$ cat src/rtl/ldl_dispatch_pkg.sv
// ----------------------------------------------------------------------------
// ldl_dispatch_pkg : shared helpers for the credit-based priority dispatcher
// Revision 1.0
// ----------------------------------------------------------------------------
`default_nettype none

package ldl_dispatch_pkg;

  // Widest one-hot vector the index helper can encode, and its index width
  localparam int unsigned OH_MAX = 64;
  localparam int unsigned IDX_W  = 6;

  function automatic int unsigned crd_max_f(input int unsigned width);
    return (32'd1 << width) - 32'd1;
  endfunction

  function automatic logic [IDX_W-1:0] onehot2bin(input logic [OH_MAX-1:0] oh);
    logic [IDX_W-1:0] b;
    b = '0;
    for (int i = 0; i < OH_MAX; i++) begin
      if (oh[i]) b = b | IDX_W'(i);
    end
    return b;
  endfunction

endpackage

`default_nettype wire

$ cat src/rtl/ldl_rr_pick.sv
// ----------------------------------------------------------------------------
// ldl_rr_pick : combinational masked round-robin pick, search starts at last+1
// Revision 1.0
// ----------------------------------------------------------------------------
`default_nettype none

module ldl_rr_pick
  import ldl_dispatch_pkg::*;
#(
  parameter int BIN_WIDTH = 3,
  parameter int REQ_WIDTH = 1 << BIN_WIDTH
) (
  input  logic [REQ_WIDTH-1:0] cand,
  input  logic [BIN_WIDTH-1:0] last,
  output logic [REQ_WIDTH-1:0] pick_oh,
  output logic [BIN_WIDTH-1:0] pick_bin
);

  logic [REQ_WIDTH-1:0] masked;

  always_comb begin
    logic found;
    found = 1'b0;
    for (int i = 0; i < REQ_WIDTH; i++) begin
      masked[i] = cand[i] && (i > int'(last));
    end
    pick_oh = '0;
    // Upper half first; wrap to the lowest candidate when nothing lies above last
    for (int i = 0; i < REQ_WIDTH; i++) begin
      if (!found && masked[i]) begin
        pick_oh[i] = 1'b1;
        found      = 1'b1;
      end
    end
    for (int i = 0; i < REQ_WIDTH; i++) begin
      if (!found && cand[i]) begin
        pick_oh[i] = 1'b1;
        found      = 1'b1;
      end
    end
  end

  assign pick_bin = BIN_WIDTH'(onehot2bin(OH_MAX'(pick_oh)));

endmodule

`default_nettype wire

$ cat src/rtl/ldl_dispatch_pri.sv
// ----------------------------------------------------------------------------
// ldl_dispatch_pri : 1-to-N dispatcher, most-credits-first with round-robin ties
// Revision 1.0
// ----------------------------------------------------------------------------
`default_nettype none

module ldl_dispatch_pri
  import ldl_dispatch_pkg::*;
#(
  parameter int BIN_WIDTH  = 3,
  parameter int REQ_WIDTH  = 1 << BIN_WIDTH,
  parameter int DATA_WIDTH = 8,
  parameter int CRD_WIDTH  = 2
) (
  input  logic                  clk,
  input  logic                  rst,
  input  logic                  in_valid,
  input  logic [DATA_WIDTH-1:0] in_data,
  output logic                  in_ready,
  input  logic [REQ_WIDTH-1:0]  crd_ret,
  output logic [REQ_WIDTH-1:0]  out_valid,
  output logic [BIN_WIDTH-1:0]  out_bin,
  output logic [DATA_WIDTH-1:0] out_data,
  output logic                  err
);

  localparam logic [CRD_WIDTH-1:0] CRD_MAX = CRD_WIDTH'(crd_max_f(CRD_WIDTH));
  localparam logic [CRD_WIDTH-1:0] CRD_ONE = CRD_WIDTH'(1);

  typedef struct packed {
    logic [REQ_WIDTH-1:0]  valid;
    logic [BIN_WIDTH-1:0]  bin;
    logic [DATA_WIDTH-1:0] data;
  } disp_out_t;

  logic [CRD_WIDTH-1:0] crd [REQ_WIDTH];
  logic [BIN_WIDTH-1:0] last;
  logic [CRD_WIDTH-1:0] max_crd;
  logic [REQ_WIDTH-1:0] eligible;
  logic [REQ_WIDTH-1:0] cand;
  logic [REQ_WIDTH-1:0] at_max;
  logic [REQ_WIDTH-1:0] pick_oh;
  logic [REQ_WIDTH-1:0] dispatched;
  logic [BIN_WIDTH-1:0] pick_bin;
  logic                 fire;
  disp_out_t            out_q;

  // Empty workers hold zero, so the plain maximum already excludes them
  always_comb begin
    max_crd = '0;
    for (int i = 0; i < REQ_WIDTH; i++) begin
      if (crd[i] > max_crd) max_crd = crd[i];
    end
  end

  for (genvar g = 0; g < REQ_WIDTH; g++) begin : g_flags
    assign eligible[g] = (crd[g] != '0);
    assign cand[g]     = eligible[g] && (crd[g] == max_crd);
    assign at_max[g]   = (crd[g] == CRD_MAX);
  end

  assign in_ready   = |eligible;
  assign fire       = in_valid && in_ready;
  assign dispatched = fire ? pick_oh : '0;

  ldl_rr_pick #(
    .BIN_WIDTH (BIN_WIDTH),
    .REQ_WIDTH (REQ_WIDTH)
  ) u_pick (
    .cand     (cand),
    .last     (last),
    .pick_oh  (pick_oh),
    .pick_bin (pick_bin)
  );

  always_ff @(posedge clk) begin
    if (rst) begin
      for (int i = 0; i < REQ_WIDTH; i++) crd[i] <= CRD_MAX;
    end else begin
      for (int i = 0; i < REQ_WIDTH; i++) begin
        if (dispatched[i] && !crd_ret[i])
          crd[i] <= crd[i] - CRD_ONE;
        else if (!dispatched[i] && crd_ret[i] && !at_max[i])
          crd[i] <= crd[i] + CRD_ONE;
      end
    end
  end

  always_ff @(posedge clk) begin
    if (rst) begin
      out_q <= '0;
      last  <= BIN_WIDTH'(REQ_WIDTH - 1);
      err   <= 1'b0;
    end else begin
      out_q.valid <= dispatched;
      if (fire) begin
        out_q.bin  <= pick_bin;
        out_q.data <= in_data;
        last       <= pick_bin;
      end
      // A return that coincides with a dispatch to the same worker is legal
      if (|(crd_ret & ~dispatched & at_max)) err <= 1'b1;
    end
  end

  assign out_valid = out_q.valid;
  assign out_bin   = out_q.bin;
  assign out_data  = out_q.data;

endmodule

`default_nettype wire

$ cat config.mk
export PLATFORM = sky130hd
export DESIGN_NAME = ldl_dispatch_pri
export DESIGN_NICKNAME = d
export VERILOG_FILES = /design/src/rtl/ldl_dispatch_pkg.sv /design/src/rtl/ldl_rr_pick.sv /design/src/rtl/ldl_dispatch_pri.sv
export SDC_FILE = /design/constraint.sdc
export NUM_CORES = 1
export LEC_CHECK = 0
export ABC_CLOCK_PERIOD_IN_PS = 24300
export CAP_MARGIN = 25
export CORE_MARGIN = 4
export CORE_UTILIZATION = 60
export DETAILED_ROUTE_END_ITERATION = 16
export GPL_ROUTABILITY_DRIVEN = 0
export PLACE_DENSITY_LB_ADDON = 0.08
export SYNTH_ARGS = -nofsm -noshare
export SYNTH_HDL_FRONTEND = slang
export SYNTH_SLANG_ARGS = --single-unit
export TNS_END_PERCENT = 30
$ cat constraint.sdc
create_clock -name clk -period 24.3 [get_ports clk]
set_clock_uncertainty 0.2 [all_clocks]
set_input_delay 3.645 -clock clk [delete_from_list [all_inputs] [get_ports clk]]
set_output_delay 3.645 -clock clk [all_outputs]
set_load 0.1 [all_outputs]
==> impl_metrics.ini, run 1 <==
[global_route]
grt.busiest_layer = met2
grt_max_degree = 30
grt_pass1_vias = 3218
grt_pass1_wl_mm = 15.63
track_usage_pct = 27.20
use_met1_pct = 35.10
grt-ovfl-total = 0
antenna_found_initial = 0
grt_use_met3_pct = 5.923
groute.layer.met2.usage_pct = 44.32

[clock_tree]
cts_sinks = 39
htree_levels = 2
cts_resized = 0
clockBufferDepth = 2
clk_pin_slew_ns = 0.09
numCtsBuffers = 5
insertion_delay_ns = 0.31
hold_buffers = 0
cts_tree = built
postCtsSetupRepairBufs = 0
clk_root_buffer_cell = clkbuf_8

[cells_and_area]
layout-drive-gt1-share_pct = 5.791
seq_area_um2 = 940.9
multi_input_area_um2 = 2317
layout_commonest_cell = nand2_1
fin_nets = 491
fill_cells = 458
syn_to_final_growth_pct = 13.73
n_antenna_cell = 0
final_cell_mix = nand2_1 (57), clkdlybuf4s50_1 (39), nor2_1 (25)

[setup_path]
crit_path_max_fanout = 13
crit_family = simple AND/OR/NAND/NOR gates
cpMostUsedCell = nand2_1
reg2reg_from = crd[0][3]
worst-r2r-cell-count = 41
cp.depth = 41
cp-end-kind = flop
start_kind = flop
critPathRequiredTime_ns = 24.29
crit_buf_inv = 2
crit_type = reg -> reg
critical_path.startpoint = crd[0][3]
critPathSlowestCell = o211ai_2
arrival_ns = 9.61
slowest_delay_ns = 0.64

[run_status]
status = completed

[power]
cellPowerDensity_nw_per_um2 = 98.28
ir_drop_v = 0.00006245
p_leak_nw = 1.591

[route]
drtIter0Drc = 433
drc_errors = 0
wl_per_cell_um = 18.52
vias = 3425
postRouteAntennaNets = 0
routed_wl_mm = 9.651
firstDrtPassIters = 5
via_per_inst = 6.574

[floorplan]
start_util_pct = 62.35
io_pins = 40
die_x_um = 83.88
num_rows = 27
core_um2 = 5540
die_h_um = 83.88
die_area_um2 = 7036

[synthesis]
synth_area_leaders = edfxtp_1 (14%), dfxtp_1 (13%), ha_1 (8.7%), nand2_1 (6.2%), a21oi_1 (2.9%)
synth.area.mux_share_pct = 3.694
yosys.area_share.simple_pct = 26.66
ys_ff_latch = 39
ys.flop_type = dfxtp_1
synth_area_per_cell_um2 = 8.090
synth_edf_count = 16
synth_compound_area_share_pct = 24.99
synth_xor_area_share_pct = 3.042
synthAdderAreaFrac_pct = 8.693
synth_seq_area_share_pct = 27.24
synth_top_family_by_area = simple AND/OR/NAND/NOR gates
syn_nets = 470
synthArstFlopShare_pct = 0
netlist_area_um2 = 3455
synth_cell_types = 69
synth_top_area_share_pct = 13.91
netlist_instances = 427
synth_area_leader_cell = edfxtp_1
synth_warnings = 0

[sta]
setup-tns-final_ns = 0
setup_ws_ns = 14.69
drv_slew = 0
rsz0062_at_grt = no
fin_crit_sh_pct = 39.55
holdWs_ns = 0.2588
relSlewSlack_pct = 34.15
worst_pin_slew_ns = 0.9847
finalCriticalPeriod_ns = 9.612
setup_viol = 0
timing.fmax_mhz = 104.0
finalHoldViolCount = 0

[worst_hold_path]
hold_path_depth = 2
min_from = out_data[1]
min_path_type = reg -> reg

[place]
dp_hpwl_mm = 7.146
place_worst_setup_slack_ns = 14.82
port_buffers = 39

[job]
cap_viol_max_count = 0
## tightest hold or removal path, stage by stage (launching register included)
cell     delay (ns)
dfxtp_1        0.31
nand2_1        0.05
a21oi_1        0.05
## routing by layer
layer / wire (um) / share of wire (%) / vias up
met5: 0 / 0 / -
met4: 250 / 2.6 / 0
met3: 813 / 8.4 / 25
met2: 4585 / 48 / 170
met1: 4001 / 41 / 1604
li1: - / - / 1626
## Yosys cell counts, types with 4 or more instances
cell	number
o211ai_1	11
dfxtp_1	23
nor2b_1	5
nand3_1	12
nor3_1	18
xnor2_1	7
edfxtp_1	16
inv_1	19
mux2i_1	9
and2_1	4
o211a_1	4
nor3b_1	5
a21o_1	4
nand4_1	6
o21bai_1	6
nand2b_1	12
o21ai_0	15
or3_1	11
a21oi_1	20
and3_1	10
clkbuf_1	19
xor2_1	5
nand2_1	57
nor2_1	25
buf_2	4
a211oi_1	4
a31oi_1	5
o32ai_1	4
ha_1	24
## flip-flops by register name, indices dropped and copies added, names as in the netlist
name and cells:
err 1, out_bin 3, last 3, out_data 8
out_valid 8, crd 16
## through the flow
stage	util, %	std cells	power [W]	instance area [um2]
3_3_place_gp	68.97	513	0.0003215	3821
6_report	70.91	521	0.0003861	3929
5_1_grt	70.91	521	0.0004097	3929
4_1_cts	70.91	521	0.0003813	3929
3_5_place_dp	68.97	513	0.0003283	3821
2_1_floorplan	-	427	0.0002806	3455
## path summary, 6_finish.rpt
path / slack [ns] / endpoint
hold / removal: 0.26 / out_data[1]
hold reg to reg: 0.26 / out_data[1]
setup reg to reg: 14.69 / err
setup / recovery: 14.69 / err
## cells by family (layout without fill, tap and decap cells)
kind of cell / Yosys count / count (layout)
muxes: 12 / 12
AOI/OAI and AO/OA: 112 / 112
adders and majority gates: 24 / 24
buffers and inverters: 46 / 68
and+or+nand+nor: 182 / 182
xor gates and xnor gates: 12 / 12
DFF: 39 / 39
## power breakdown
part / switching, W / internal [W]
clock network: 0.0000260 / 0.0000265
logic: 0.000155 / 0.0000856
registers: 0.0000146 / 0.0000784
total: 0.000196 / 0.000191
## layout make-up
cell class | count | share of cell area [%]
clock buffer | 6 | 2.389
clock inverter | 2 | 0.3503
sequential | 39 | 23.95
multi-input combinational | 342 | 58.98
inverter | 20 | 1.911
tap | 72 | 2.293
timing repair buffer | 40 | 10.13
(Power assumes the default switching activity.)
==> run 2, diff against run 1 <==
--- a/config.mk
+++ b/config.mk
@@ -5,10 +5,10 @@
 export SDC_FILE = /design/constraint.sdc
 export NUM_CORES = 1
 export LEC_CHECK = 0
-export ABC_CLOCK_PERIOD_IN_PS = 24300
+export ABC_CLOCK_PERIOD_IN_PS = 7900
 export CAP_MARGIN = 25
 export CORE_MARGIN = 4
-export CORE_UTILIZATION = 60
+export CORE_UTILIZATION = 52
 export DETAILED_ROUTE_END_ITERATION = 16
 export GPL_ROUTABILITY_DRIVEN = 0
 export PLACE_DENSITY_LB_ADDON = 0.08
==> constraint.sdc (replaced) <==
create_clock -name clk -period 7.9 [get_ports clk]
set_clock_uncertainty 0.2 [all_clocks]
set_input_delay 1.185 -clock clk [delete_from_list [all_inputs] [get_ports clk]]
set_output_delay 1.185 -clock clk [all_outputs]
set_load 0.1 [all_outputs]
==> impl_metrics.ini, run 2 (same netlist as run 1, synthesis figures left out) <==
[run_status]
status = complete, but fails checks
violations = negative setup slack

[route]
firstDrtPassIters = 6
wl_per_cell_um = 20.08
postRouteAntennaNets = 0
vias = 4027
dr_wl_met3_mm = 1.153
dr_wl_met2_mm = 5.784
highest_layer = met4
drc_errors = 0
drtIter0Drc = 438
routed_wl_mm = 12.49
wl_met1_mm = 4.990
via_per_inst = 6.474

[worst_hold_path]
min_path_type = reg -> reg

[cells_and_area]
fin_nets = 587
syn_to_final_growth_pct = 48.90
fin_util_pct = 80.54
layout-drive-gt1-share_pct = 35.05
fill_cells = 422
n_antenna_cell = 0
final_cell_mix = buf_4 (92), nand2_1 (49), clkdlybuf4s50_1 (39)
largest_register_ffs = 16
instances_no_fill = 622
top_register = crd
layout_commonest_cell = buf_4

[clock_tree]
hold_buffers = 0
clk_root_buffer_cell = clkbuf_8
cts_tree = built
clockBufferDepth = 2
htree_levels = 2
cts_sinks = 39
insertion_delay_ns = 0.32
clk_pin_slew_ns = 0.09
numCtsBuffers = 5

[floorplan]
io_pins = 40
start_util_pct = 54.09
die_area_um2 = 8011
num_rows = 29
core_um2 = 6386
die_h_um = 89.51
die_x_um = 89.51

[sta]
finalHoldViolCount = 0
setup_viol = 18
worst_pin_slew_ns = 0.9877
fin_crit_sh_pct = 101.3
drv_slew = 0
setup_ws_ns = -0.1005
rsz0062_at_grt = yes
finalCriticalPeriod_ns = 8.001
setup-tns-final_ns = -0.8182
relSlewSlack_pct = 33.95
timing.fmax_mhz = 125.0

[job]
cap_viol_max_count = 0

[setup_path]
arrival_ns = 7.87
crit_path_max_fanout = 5
cp-end-kind = flop
start_kind = flop
cpMostUsedCell = ha_4
slowest_delay_ns = 0.41
critPathRequiredTime_ns = 7.77
critPathSlowestCell = edfxtp_1
crit_type = reg -> reg

[power]
ir_drop_v = 0.0002743
cellPowerDensity_nw_per_um2 = 344.5
p_leak_nw = 2.132

[global_route]
grt_pass1_vias = 3670
grt_max_degree = 30
antenna_found_initial = 0
grt_pass1_wl_mm = 17.74
grt-ovfl-total = 0
track_usage_pct = 28.78

[place]
dp.cells = 567
dp_hpwl_mm = 7.792
port_buffers = 39
-- run 2: cell count changes in the layout (fill, tap and decap cells not counted), moves of 5 or more --
cell,before,now
nand2b_4,0,5
ha_4,0,7
buf_4,1,92
o21bai_1,6,1
nand2_1,57,49
o21ai_0,15,8
nand2b_1,12,7
buf_6,0,5
ha_1,24,16
-- run 2: cell type report --
type / count / area (um2) / area share, %
clock inverters: 3 / 21.27 / 0.4135
clock buffers: 5 / 68.82 / 1.338
inverters: 20 / 75.07 / 1.459
well taps: 77 / 96.34 / 1.873
flip-flops and latches: 39 / 940.9 / 18.29
repair buffers: 136 / 1137 / 22.11
multi-input cells: 342 / 2804 / 54.51
-- run 2: final timing paths --
check | from | endpoint | slack (ns) | cells past startpoint
setup reg to reg | crd[0][3] | crd[0][5] | -0.10 | 44
hold / removal | out_data[3] | out_data[3] | 0.26 | 2
hold reg to reg | out_data[3] | out_data[3] | 0.26 | 2
setup / recovery | crd[0][3] | crd[0][5] | -0.10 | 44
-- run 2: timing repair --
| item | 4_1_cts | 5_1_grt |
|---|---|---|
| endpoints found under the setup margin | 39 | 45 |
| setup buffers | 29 | 19 |
| resized for setup | 35 | 57 |
| gates cloned | 0 | 0 |
| pin swaps | 29 | 42 |
-- run 2: report_power, final --
group | switching (W) | leakage, nW | internal, W
Combinational | 0.000695 | 1.77 | 0.000640
Sequential | 0.0000437 | 0.309 | 0.000241
Clock | 0.0000884 | 0.0494 | 0.0000639
-- run 2: worst max-delay path, delay by kind of cell, from the launching register on --
kind | cells | cell delay, ns
compound gates | 12 | 2.58
flops | 1 | 0.41
fa+ha+maj | 7 | 1.65
simple gates | 20 | 2.35
buf+inv | 5 | 0.55
-- run 2: per-layer routing --
metal | up-vias | global-route usage [%]
met5 | - | 0
met4 | 0 | 10.15
met3 | 67 | 5.991
met2 | 252 | 46.89
met1 | 1895 | 37.69
li1 | 1813 | -
-- run 2: metrics by stage --
step	power, W	setup slack, ns	cell area (um2)	hold slack [ns]
finish	0.001772	-0.1005	5144	0.2592
global route	0.001849	-0.3596	5144	0.2818
CTS	0.001491	-0.08944	4740	0.2605
detailed placement	0.001181	-0.3713	4264	0.2471
global placement	0.001170	-0.1081	4264	0.2410
floorplan	0.0008855	-0.02448	3550	0.3607
==> run 3, diff against run 2 <==
--- a/config.mk
+++ b/config.mk
@@ -5,10 +5,10 @@
 export SDC_FILE = /design/constraint.sdc
 export NUM_CORES = 1
 export LEC_CHECK = 0
-export ABC_CLOCK_PERIOD_IN_PS = 7900
+export ABC_CLOCK_PERIOD_IN_PS = 9500
 export CAP_MARGIN = 25
 export CORE_MARGIN = 4
-export CORE_UTILIZATION = 52
+export CORE_UTILIZATION = 60
 export DETAILED_ROUTE_END_ITERATION = 16
 export GPL_ROUTABILITY_DRIVEN = 0
 export PLACE_DENSITY_LB_ADDON = 0.08
==> constraint.sdc (replaced) <==
create_clock -name clk -period 9.5 [get_ports clk]
set_clock_uncertainty 0.2 [all_clocks]
set_input_delay 1.425 -clock clk [delete_from_list [all_inputs] [get_ports clk]]
set_output_delay 1.425 -clock clk [all_outputs]
set_load 0.1 [all_outputs]
==> impl_metrics.ini, run 3 (same netlist as run 1, synthesis figures left out) <==
[clock_tree]
insertion_delay_ns = 0.29
hold_buffers = 0
cts_sinks = 39
clk_root_buffer_cell = clkbuf_8
cts_tree = built
numCtsBuffers = 5
htree_levels = 2
clockBufferDepth = 2
clk_pin_slew_ns = 0.08

[sta]
rsz0062_at_grt = no
relSlewSlack_pct = 32.88
setup-tns-final_ns = 0
drv_slew = 0
fin_crit_sh_pct = 93.53
finalCriticalPeriod_ns = 8.886
worst_pin_slew_ns = 1.004
finalHoldViolCount = 0
setup_viol = 0
timing.fmax_mhz = 112.5

[global_route]
grt-ovfl-total = 0
grt_pass1_vias = 3202
track_usage_pct = 26.04
grt_pass1_wl_mm = 15.19
grt_max_degree = 30
antenna_found_initial = 0

[setup_path]
reg2reg_from = crd[0][1]
crit_path_max_fanout = 7
critPathSlowestCell = or4_1
cp-end-kind = flop
rrSetupSlack_ns = 0.61
critPathRequiredTime_ns = 9.35
crit_type = reg -> reg
start_kind = flop
arrival_ns = 8.74
crit_path_end = crd[1][7]
r2r-end = crd[1][7]
critical_path.startpoint = crd[0][1]
worst-r2r-cell-count = 40
cpMostUsedCell = nand2_1
slowest_delay_ns = 0.51

[power]
p_sw_w = 0.0005181
ir_drop_v = 0.0001361
pwr-share-comb_pct = 65.2
p_leak_nw = 1.659
p_int_w = 0.0005275
clockPowerShare_pct = 12.3
pwr-share-seq_pct = 22.4
cellPowerDensity_nw_per_um2 = 255.3
p_sw_share_pct = 49.55

[cells_and_area]
seq_area_um2 = 940.9
fill_cells = 454
top_register = crd
fin_util_pct = 73.92
fin_nets = 506
layout_commonest_cell = nand2_1
largest_register_ffs = 16
layout-drive-gt1-share_pct = 10.13
syn_to_final_growth_pct = 18.54
multi_input_area_um2 = 2379
final_cell_mix = nand2_1 (57), clkdlybuf4s50_1 (39), nor2_1 (25)
n_antenna_cell = 0

[route]
drc_errors = 0
routed_wl_mm = 9.534
drtIter0Drc = 382
firstDrtPassIters = 5
wl_per_cell_um = 17.79
vias = 3505
postRouteAntennaNets = 0
via_per_inst = 6.539

[floorplan]
num_rows = 27
die_h_um = 83.88
die_area_um2 = 7036
io_pins = 40
start_util_pct = 62.35
die_x_um = 83.88
core_um2 = 5540

[worst_hold_path]
min_path_type = reg -> reg
min_from = out_data[3]

[job]
cap_viol_max_count = 0

[place]
dp_hpwl_mm = 6.988
port_buffers = 39

[run_status]
status = completed
## run 3: area by class of cell
cell class	count	area share (%)
Tap cell	72	2.200
Multi-Input combinational cell	343	58.08
Clock inverter	2	0.3361
Inverter	20	1.833
Clock buffer	6	2.291
Sequential cell	39	22.98
Timing Repair Buffer	54	12.28
## run 3: per-layer routing
layer / GRT usage [%] / routed length (um) / up-vias
met1: 34.62 / 4047 / 1655
met3: 5.133 / 758 / 26
met4: 7.164 / 215 / 0
li1: - / - / 1661
met2: 43.02 / 4513 / 163
met5: 0 / 0 / -
## run 3: power by group through the flow
stage / sequential, W / combinational (W) / clock (W)
2_1_floorplan: 0.000304 / 0.000414 / 0
3_3_place_gp: 0.000235 / 0.000592 / 0
3_5_place_dp: 0.000236 / 0.000605 / 0
4_1_cts: 0.000232 / 0.000608 / 0.000131
5_1_grt: 0.000238 / 0.000736 / 0.000137
6_report: 0.000234 / 0.000682 / 0.000129
## run 3: worst min path at each step
stage | endpoint | slack (ns) | cells after the start
after CTS | out_data[1] | 0.26 | 2
final | out_data[3] | 0.26 | 2
after global placement | out_data[2] | 0.24 | 2
after detailed placement | out_data[1] | 0.25 | 2
after floorplan | last[2] | 0.36 | 2
after global routing | out_data[1] | 0.28 | 2
## run 3: critical path: cells and delay by family (launching register included)
kind	cells	cell delay, ns
muxes	1	0.35
AOI/OAI and AO/OA	9	2.32
DFF	1	0.43
and+or+nand+nor	21	3.29
buffers and inverters	2	0.20
adders and majority gates	7	1.84
## run 3: through the flow
step	total power, W	area [um2]	hold WS, ns	worst slack (ns)	std cells
2_1_floorplan	0.0007178	3455	0.3607	1.034	427
3_3_place_gp	0.0008272	3859	0.2419	0.4767	518
3_5_place_dp	0.0008410	3859	0.2465	0.09171	518
4_1_cts	0.0009709	3966	0.2584	0.04293	526
5_1_grt	0.001111	4095	0.2808	0.01126	536
6_report	0.001046	4095	0.2570	0.6144	536
## run 3: timing repair
action	in CTS	in global routing
setup buffers	0	9
endpoints found under the setup margin	0	42
resized for setup	0	10
endpoints found under the hold margin	0	0
